===== config.mk =====
export PLATFORM = sky130hd
export DESIGN_NAME = ws2812_encoder_flat
export DESIGN_NICKNAME = d
export VERILOG_FILES = /design/src/rtl/ws2812_encoder_if.sv /design/src/rtl/ws2812_encoder.sv /design/src/flat_wrapper.sv
export SDC_FILE = /design/constraint.sdc
export NUM_CORES = 1
export LEC_CHECK = 0
export BUFFER_PORTS_ARGS = -buffer_cell sky130_fd_sc_hd__buf_4
export CAP_MARGIN = 25
export CORE_MARGIN = 1.5
export CORE_UTILIZATION = 50
export CTS_CLUSTER_DIAMETER = 200
export DETAILED_ROUTE_END_ITERATION = 8
export GPL_TIMING_DRIVEN = 0
export PLACE_DENSITY_LB_ADDON = 0.1
export SLEW_MARGIN = 20
export SYNTH_ARGS = -nofsm -noshare
export SYNTH_HDL_FRONTEND = slang
export SYNTH_SLANG_ARGS = --single-unit

===== constraint.sdc =====
create_clock -name clk_in -period 3.5 [get_ports clk_in]
set_input_delay 0.175 -clock clk_in [delete_from_list [all_inputs] [get_ports clk_in]]
set_output_delay 0.175 -clock clk_in [all_outputs]
set_load 0.02 [all_outputs]

===== src/rtl/ws2812_encoder_if.sv =====
// Frame-RAM read port, start request and WS2812 line/status outputs of one encoder.
// master = encoder side, slave = frame controller / RAM side.
interface ws2812_encoder_if #(
  parameter int ADDR_W = 6
);
  logic              frame_rdy_in;
  logic [ADDR_W-1:0] rd_addr_out;
  logic [23:0]       rd_data_in;
  logic              ws2812_data_out;
  logic              busy_out;
  logic              frame_done_out;

  modport master (
    input  frame_rdy_in,
    input  rd_data_in,
    output rd_addr_out,
    output ws2812_data_out,
    output busy_out,
    output frame_done_out
  );

  modport slave (
    output frame_rdy_in,
    output rd_data_in,
    input  rd_addr_out,
    input  ws2812_data_out,
    input  busy_out,
    input  frame_done_out
  );
endinterface


===== src/rtl/ws2812_encoder.sv =====
// Streams PIXEL_CNT GRB words from a registered frame RAM onto one WS2812 line, then a latch gap.
// Optional macro WS2812_PENDING_EN: queue one start request that arrives while busy.
module ws2812_encoder #(
  parameter int PIXEL_CNT  = 64,
  parameter int ADDR_W     = 6,
  parameter int BIT_CYCLES = 100,
  parameter int T0H_CYCLES = 32,
  parameter int T1H_CYCLES = 64,
  parameter int RST_CYCLES = 6400
) (
  input  logic               clk_in,
  input  logic               rst_n_in,
  ws2812_encoder_if.master   bus
);

  localparam int CYC_MAX = (RST_CYCLES > BIT_CYCLES) ? RST_CYCLES : BIT_CYCLES;
  localparam int CYC_W   = $clog2(CYC_MAX);
  localparam int PIX_W   = $clog2(PIXEL_CNT);

  localparam logic [CYC_W-1:0] BIT_LAST = CYC_W'(BIT_CYCLES - 1);
  localparam logic [CYC_W-1:0] RST_LAST = CYC_W'(RST_CYCLES - 1);
  localparam logic [CYC_W-1:0] RST_PRE  = CYC_W'(RST_CYCLES - 2);
  localparam logic [CYC_W-1:0] T0H      = CYC_W'(T0H_CYCLES);
  localparam logic [CYC_W-1:0] T1H      = CYC_W'(T1H_CYCLES);
  localparam logic [PIX_W-1:0] PIX_LAST = PIX_W'(PIXEL_CNT - 1);

  typedef enum logic [2:0] {IDLE, FETCH, LOAD, SEND, GAP} state_t;

  state_t           state;
  logic [CYC_W-1:0] cyc_cnt;
  logic [4:0]       bit_cnt;
  logic [PIX_W-1:0] pix_cnt;
  logic [23:0]      shift_reg;
  logic [23:0]      hold_reg;
  logic             bit_end;
  logic             gap_end;
  logic             restart;

  assign bit_end = (state == SEND) && (cyc_cnt == BIT_LAST);
  assign gap_end = (state == GAP)  && (cyc_cnt == RST_LAST);

`ifdef WS2812_PENDING_EN
  logic pending;

  // One-deep request latch; any number of pulses during a frame collapse into one.
  always_ff @(posedge clk_in) begin
    if (!rst_n_in)                               pending <= 1'b0;
    else if (gap_end)                            pending <= 1'b0;
    else if (bus.busy_out && bus.frame_rdy_in)   pending <= 1'b1;
  end

  assign restart = pending | bus.frame_rdy_in;
`else
  assign restart = 1'b0;
`endif

  always_ff @(posedge clk_in) begin
    if (!rst_n_in) begin
      state               <= IDLE;
      bus.busy_out        <= 1'b0;
      bus.frame_done_out  <= 1'b0;
      bus.ws2812_data_out <= 1'b0;
      bus.rd_addr_out     <= '0;
      cyc_cnt             <= '0;
      bit_cnt             <= '0;
      pix_cnt             <= '0;
    end else begin
      bus.frame_done_out  <= 1'b0;
      bus.ws2812_data_out <= 1'b0;
      case (state)
        IDLE: begin
          if (bus.frame_rdy_in) begin
            state           <= FETCH;
            bus.busy_out    <= 1'b1;
            bus.rd_addr_out <= '0;
          end
        end
        FETCH: state <= LOAD;
        LOAD: begin
          pix_cnt         <= '0;
          bit_cnt         <= '0;
          cyc_cnt         <= '0;
          bus.rd_addr_out <= ADDR_W'(1);
          state           <= SEND;
        end
        SEND: begin
          bus.ws2812_data_out <= (cyc_cnt < (shift_reg[23] ? T1H : T0H));
          if (bit_end) begin
            cyc_cnt <= '0;
            if (bit_cnt == 5'd23) begin
              bit_cnt <= '0;
              // Address stays put after the final prefetch; that word is never used.
              if (pix_cnt == PIX_LAST) begin
                state <= GAP;
              end else begin
                pix_cnt         <= pix_cnt + PIX_W'(1);
                bus.rd_addr_out <= bus.rd_addr_out + ADDR_W'(1);
              end
            end else begin
              bit_cnt <= bit_cnt + 5'd1;
            end
          end else begin
            cyc_cnt <= cyc_cnt + CYC_W'(1);
          end
        end
        GAP: begin
          // Done is set one count early so it is high during the last gap cycle.
          bus.frame_done_out <= (cyc_cnt == RST_PRE);
          if (gap_end) begin
            cyc_cnt <= '0;
            if (restart) begin
              state           <= FETCH;
              bus.rd_addr_out <= '0;
            end else begin
              state        <= IDLE;
              bus.busy_out <= 1'b0;
            end
          end else begin
            cyc_cnt <= cyc_cnt + CYC_W'(1);
          end
        end
        default: state <= IDLE;
      endcase
    end
  end

  // Pixel data path: word for pixel n+1 is captured one cycle into pixel n, after the RAM latency.
  always_ff @(posedge clk_in) begin
    if (state == LOAD)
      shift_reg <= bus.rd_data_in;
    else if (bit_end)
      shift_reg <= (bit_cnt == 5'd23) ? hold_reg : {shift_reg[22:0], 1'b0};
    if ((state == SEND) && (bit_cnt == 5'd0) && (cyc_cnt == CYC_W'(1)))
      hold_reg <= bus.rd_data_in;
  end

endmodule


===== src/flat_wrapper.sv =====
// flat-port wrapper written by rule: the top's interface ports become plain ports
module ws2812_encoder_flat 
#(
  parameter int PIXEL_CNT  = 64,
  parameter int ADDR_W     = 6,
  parameter int BIT_CYCLES = 100,
  parameter int T0H_CYCLES = 32,
  parameter int T1H_CYCLES = 64,
  parameter int RST_CYCLES = 6400
)
  (clk_in, rst_n_in, bus_frame_rdy_in, bus_rd_data_in, bus_rd_addr_out, bus_ws2812_data_out, bus_busy_out, bus_frame_done_out);
  ws2812_encoder_if #(.ADDR_W(ADDR_W)) bus_i ();
  input  logic clk_in;
  input  logic rst_n_in;
  input wire logic [$bits(bus_i.frame_rdy_in)-1:0] bus_frame_rdy_in;
  input wire logic [$bits(bus_i.rd_data_in)-1:0] bus_rd_data_in;
  output wire logic [$bits(bus_i.rd_addr_out)-1:0] bus_rd_addr_out;
  output wire logic [$bits(bus_i.ws2812_data_out)-1:0] bus_ws2812_data_out;
  output wire logic [$bits(bus_i.busy_out)-1:0] bus_busy_out;
  output wire logic [$bits(bus_i.frame_done_out)-1:0] bus_frame_done_out;
  assign bus_i.frame_rdy_in = bus_frame_rdy_in;
  assign bus_i.rd_data_in = bus_rd_data_in;
  assign bus_rd_addr_out = bus_i.rd_addr_out;
  assign bus_ws2812_data_out = bus_i.ws2812_data_out;
  assign bus_busy_out = bus_i.busy_out;
  assign bus_frame_done_out = bus_i.frame_done_out;
  ws2812_encoder #(.PIXEL_CNT(PIXEL_CNT), .ADDR_W(ADDR_W), .BIT_CYCLES(BIT_CYCLES), .T0H_CYCLES(T0H_CYCLES), .T1H_CYCLES(T1H_CYCLES), .RST_CYCLES(RST_CYCLES)) u_core (.clk_in(clk_in), .rst_n_in(rst_n_in), .bus(bus_i));
endmodule

==> impl_metrics.toml, run 1 <==
[global_routing]
grt_pass1_vias = 3217
grt_pass1_wl_mm = 15.2
antenna_found_initial = 0
grt_start_max_net_pins = 25
grt.total_usage = 0.225
grt-ovfl-total = 0

[worst_setup_path]
reg2reg_to = "u_core.shift_reg[14]$_DFFE_PP_"
endpoint_kind = "flip-flop"
cp-startpoint = "u_core.state[2]$_SDFFE_PN0P_"
critPathKind = "reg -> reg"
rr_worst_depth = 4
crit_arrival_ns = 2.58
rr_startpoint = "u_core.state[2]$_SDFFE_PN0P_"
r2r_slack_ns = 0.90
crit_fanout = 24
worstSetupStartpointType = "flip-flop"
setup.worst_path.end = "u_core.shift_reg[14]$_DFFE_PP_"
crit_required_ns = 3.48

[place]
port_buffers = 35
post-place-cells = 555
placed_cell_area_sq_mm = 0.00442
hpwl_mm = 5.97
gp_congestion = 0.884

[logic_synthesis]
ys_seq_elements = 84
avgSynthCellArea_sq_um = 9.64
syn_inst = 418
synth_top_area_cell = "edfxtp_1"
synthTopCellsByArea = "edfxtp_1, dfxtp_1, nand2_1, a31oi_1, nor2_1"
synth_nets = 453
synth_edf_count = 48
synth.top_cell.area_share = 0.358
yosys_warnings = 0
yosysSeqAreaShare = 0.537
synth.distinct_cells = 52
synth_area_sq_mm = 0.00403
yosys_most_used_dff = "edfxtp_1"
async_flop_share = 0

[routing]
drc = 0
totalWireLength_mm = 9.18
ant_nets = 0
vias = 3347
wl_per_cell_microns = 15.6
drt_iter0_markers = 143
vias_per_cell = 5.68
first_pass_iters = 4

[cells_and_area]
drive_gt1_frac = 0.148
syn2layout_area_growth_pct = 19.6
final_common_cell = "nand2_1"
antenna-diode-count = 0
final_cell_mix = "nand2_1, edfxtp_1, nor2_1"
layout.nets = 517
nFillCells = 711
finalInstanceArea_sq_mm = 0.00482
finalNonFillerCells = 589

[sta]
tightest_slew_ns = 0.968
tns_ns = 0
rsz0062_at_grt = "no"
whs_ns = 0.0162
timing.final.crit_share = 0.744
hold_viol = 0
min_period_ns = 2.60
setup_violations = 0
fmax_ghz = 0.384
slew_violations = 0
clock_skew_ns = 0.0148
slew_headroom = 0.354

[pwr]
peakVddDrop_uv = 242
power_density_mw_per_mm2 = 431
p_leak_nw = 1.76

[clocking]
numCtsBuffers = 9
cts_tree = "built"
clk-insertion-delay-late_ns = 0.36
htree_levels = 3
clk_path_buf_depth = 2
cts_sinks = 84
cts.clk_slew.worst_paths_ns = 0.09
clockRootBuffer = "clkbuf_8"

[job]
drv_cap = 0

[floorplanning]
core_area_sq_mm = 0.00777
die_y_microns = 92.8
die_w_microns = 92.8
dieArea_sq_mm = 0.00861
initial_core_util = 0.519
io_pins = 36
fp-row-count = 32

[run_status]
status = "completed"

[hold_path]
hold_path.class = "in -> reg"
==> kinds of logic (layout without fill, tap and decap cells) <==
family,after synthesis,count (layout),synth area share
adder cells (fa/ha/maj),8,8,0.0248
multiplexers,3,3,0.00776
buffers and inverters,37,106,0.0413
XOR/XNOR,5,5,0.0109
AND/OR/NAND/NOR,198,198,0.238
flip-flops,84,84,0.537
AO/OA/AOI/OAI,83,83,0.140
==> area by class of cell <==
type	instances	area, sq um	area share
clock inverter	6	88.8	0.0184
buffer	26	125	0.0260
clock buffer	10	128	0.0265
sequential	84	2160	0.449
tap	102	128	0.0265
timing repair buffer	53	443	0.0919
multi-input combinational	297	1700	0.353
inverter	11	41.3	0.00857
==> metal layers <==
layer	global-route usage	vias up	part of all wire
met1	0.302	1618	0.48
met2	0.363	74	0.48
met3	0.0378	4	0.039
li1	-	1651	-
met5	0	-	0
met4	0.0846	0	0.0037
==> stage by stage <==
step                power (W)  setup WS (ns)  utilization
floorplan             0.00123           1.29            -
global placement      0.00130          0.653        0.569
detailed placement    0.00131          0.925        0.569
CTS                   0.00209          0.909        0.620
global route          0.00215          0.686        0.620
finish                0.00208          0.896        0.620
==> worst min-delay path by stage <==
stage / end / cells past startpoint / slack [ns] / start
finish: u_core.hold_reg[22]$_DFFE_PP_ / 1 / 0.02 / bus_rd_data_in[22]
global placement: u_core.hold_reg[8]$_DFFE_PP_ / 1 / 0.36 / bus_rd_data_in[8]
CTS: u_core.hold_reg[22]$_DFFE_PP_ / 1 / 0.002 / bus_rd_data_in[22]
global route: u_core.hold_reg[1]$_DFFE_PP_ / 1 / 0.002 / bus_rd_data_in[1]
floorplan: u_core.hold_reg[0]$_DFFE_PP_ / 0 / 0.27 / bus_rd_data_in[0]
detailed placement: u_core.hold_reg[18]$_DFFE_PP_ / 1 / 0.36 / bus_rd_data_in[18]
==> synthesized netlist by cell type, types with 5 or more instances <==
cell type and instances:
nand2_1 76, edfxtp_1 48, nor2_1 42, dfxtp_1 36, a31oi_1 30, nand3_1 21, clkbuf_1 18, a21oi_1 13
inv_1 11, nand4_1 11, o21ai_0 10, ha_1 8, or2_2 6, a21boi_0 5, and3_1 5, nor2b_1 5
xor2_1 5
==> worst max-delay path, stage by stage (launching register included) <==
cell and delay [ns]:
dfxtp_1 0.34, clkbuf_1 0.21, nor2_1 0.58, a21oi_1 0.29, inv_1 0.78
==> repair_timing <==
| action | 4_1_cts | 5_1_grt |
|---|---|---|
| hold buffers | 18 | 0 |
| setup endpoints to repair | 0 | 0 |
| endpoints found under the hold margin | 18 | 0 |
| buffers inserted | 0 | 0 |
| resized for setup | 0 | 0 |
==> power breakdown <==
part / leakage, nW / total [W] / internal (W) / switching, W
Clock: 0.105 / 0.000775 / 0.000404 / 0.000370
Sequential: 0.727 / 0.00110 / 0.00108 / 0.0000147
Combinational: 0.932 / 0.000205 / 0.0000849 / 0.000121
Total: 1.76 / 0.00208 / 0.00157 / 0.000506
(Power assumes the default switching activity.)
==> inputs of run 2 (changes only) <==
==> constraint.sdc (replaced) <==
create_clock -name clk_in -period 2.45 [get_ports clk_in]
set_input_delay 0.1225 -clock clk_in [delete_from_list [all_inputs] [get_ports clk_in]]
set_output_delay 0.1225 -clock clk_in [all_outputs]
set_load 0.02 [all_outputs]
==> run 2 against run 1 <==
Compared with the run above: utilization increased by 1.3 points; die area stayed put; fmax increased by 17%; non-clock buffer count rose by 8; power increased by 44%; largest cell class unchanged; largest power group unchanged; highest routed layer unchanged.
==> impl_metrics.toml, run 2 (synthesis gave the netlist of run 1 again) <==
[run_status]
status = "completed"

[worst_setup_path]
critPathKind = "reg -> reg"
critical_path.slowest_cell = "clkbuf_1"
crit_top_cell = "clkbuf_1"
critical_path_depth = 6
crit_family = "buffers and inverters"
crit_arrival_ns = 2.43
rr_worst_depth = 6
crit_required_ns = 2.66
crit_buf_inv = 2
endpoint_kind = "flip-flop"
cp_cell_sequence = "ha_1, and4b_1, clkbuf_1, clkbuf_1, nand2_1, a31oi_1"
worstSetupStartpointType = "flip-flop"
max_stage_delay_ns = 0.41
crit_fanout = 10

[routing]
drt_iter0_markers = 140
vias_per_cell = 5.75
drc = 0
totalWireLength_mm = 9.36
first_pass_iters = 5
wl_per_cell_microns = 15.7
vias = 3440
ant_nets = 0

[cells_and_area]
finalInstanceArea_sq_mm = 0.00491
nFillCells = 697
layout.nets = 526
final_common_cell = "nand2_1"
syn2layout_area_growth_pct = 22.0
final_cell_mix = "nand2_1, edfxtp_1, nor2_1"
antenna-diode-count = 0
drive_gt1_frac = 0.159

[clocking]
cts_sinks = 84
clockRootBuffer = "clkbuf_8"
htree_levels = 3
clk_path_buf_depth = 2
clk-insertion-delay-late_ns = 0.36
numCtsBuffers = 9
cts.clk_slew.worst_paths_ns = 0.09
cts_tree = "built"

[floorplanning]
fp-row-count = 32
die_y_microns = 92.8
core_area_sq_mm = 0.00777
io_pins = 36
die_w_microns = 92.8
initial_core_util = 0.519
dieArea_sq_mm = 0.00861

[sta]
whs_ns = 0.208
tns_ns = 0
setup_slack_ns = 0.229
hold_viol = 0
fmax_ghz = 0.450
slew_violations = 0
timing.final.crit_share = 0.906
min_period_ns = 2.22
rsz0062_at_grt = "no"
setup_violations = 0
clock_skew_ns = 0.0117
tightest_slew_ns = 0.587
slew_headroom = 0.609

[pwr]
peakVddDrop_uv = 349
power_density_mw_per_mm2 = 607
p_leak_nw = 1.79

[place]
hpwl_mm = 5.97
dp_worst_setup_slack_ns = -0.125
placed_cell_area_sq_mm = 0.00442
port_buffers = 35
gp_congestion = 0.884

[global_routing]
grt-ovfl-total = 0
antenna_found_initial = 0
grt_pass1_vias = 3238
grt_pass1_wl_mm = 15.4
grt.total_usage = 0.228
grt_start_max_net_pins = 25

[hold_path]
hold_path.class = "in -> reg"
holdPathStages = 4

[job]
drv_cap = 0
-- run 2: cell type report --
cell class / count / area, sq um / share of cell area
sequential: 84 / 2160 / 0.440
multi-input combinational: 297 / 1710 / 0.348
timing repair buffer: 61 / 518 / 0.105
clock buffer: 10 / 128 / 0.0260
tap: 102 / 128 / 0.0260
buffer: 26 / 126 / 0.0257
clock inverter: 6 / 88.8 / 0.0181
inverter: 11 / 45.0 / 0.00916
timing repair inverter: 1 / 7.51 / 0.00153
-- run 2: metrics by stage --
stage / total power (W) / util / std cells
floorplan: 0.00176 / - / 418
global placement: 0.00186 / 0.569 / 555
detailed placement: 0.00187 / 0.569 / 555
CTS: 0.00299 / 0.630 / 596
global route: 0.00308 / 0.633 / 598
finish: 0.00298 / 0.633 / 598
-- run 2: timing repair --
action | CTS | global route
resized for setup | 4 | 3
endpoints found under the hold margin | 24 | 0
endpoints found under the setup margin | 48 | 42
setup buffers | 0 | 2
hold buffers | 24 | 0
pin swaps | 0 | 0
gates cloned | 1 | 0
-- run 2: path summary, 6_finish.rpt --
| path | startpoint | endpoint | slack, ns |
|---|---|---|---|
| min | bus_frame_rdy_in | u_core.bus.busy_out$_SDFFE_PN0P_ | 0.21 |
| min reg2reg | u_core.pix_cnt[5]$_SDFFE_PN0P_ | u_core.pix_cnt[5]$_SDFFE_PN0P_ | 0.49 |
| max reg2reg | u_core.bit_cnt[0]$_SDFFE_PN0P_ | u_core.shift_reg[10]$_DFFE_PP_ | 0.23 |
| max | u_core.bit_cnt[0]$_SDFFE_PN0P_ | u_core.shift_reg[10]$_DFFE_PP_ | 0.23 |
-- run 2: metal layers --
metal / GRT usage / share of wire / vias up
met5: 0 / 0 / -
met4: 0.0846 / 0.012 / 0
met3: 0.0378 / 0.040 / 12
met2: 0.370 / 0.48 / 96
met1: 0.307 / 0.47 / 1664
li1: - / - / 1668
-- run 2: worst min-delay path: stages --
cell,delay [ns]
buf_4,0.13
a21oi_1,0.10
or2_2,0.10
a21boi_0,0.06
-- run 2: report_power, final --
group	internal, W	switching [W]
clock network	0.000577	0.000528
registers	0.00154	0.0000209
logic	0.000133	0.000180
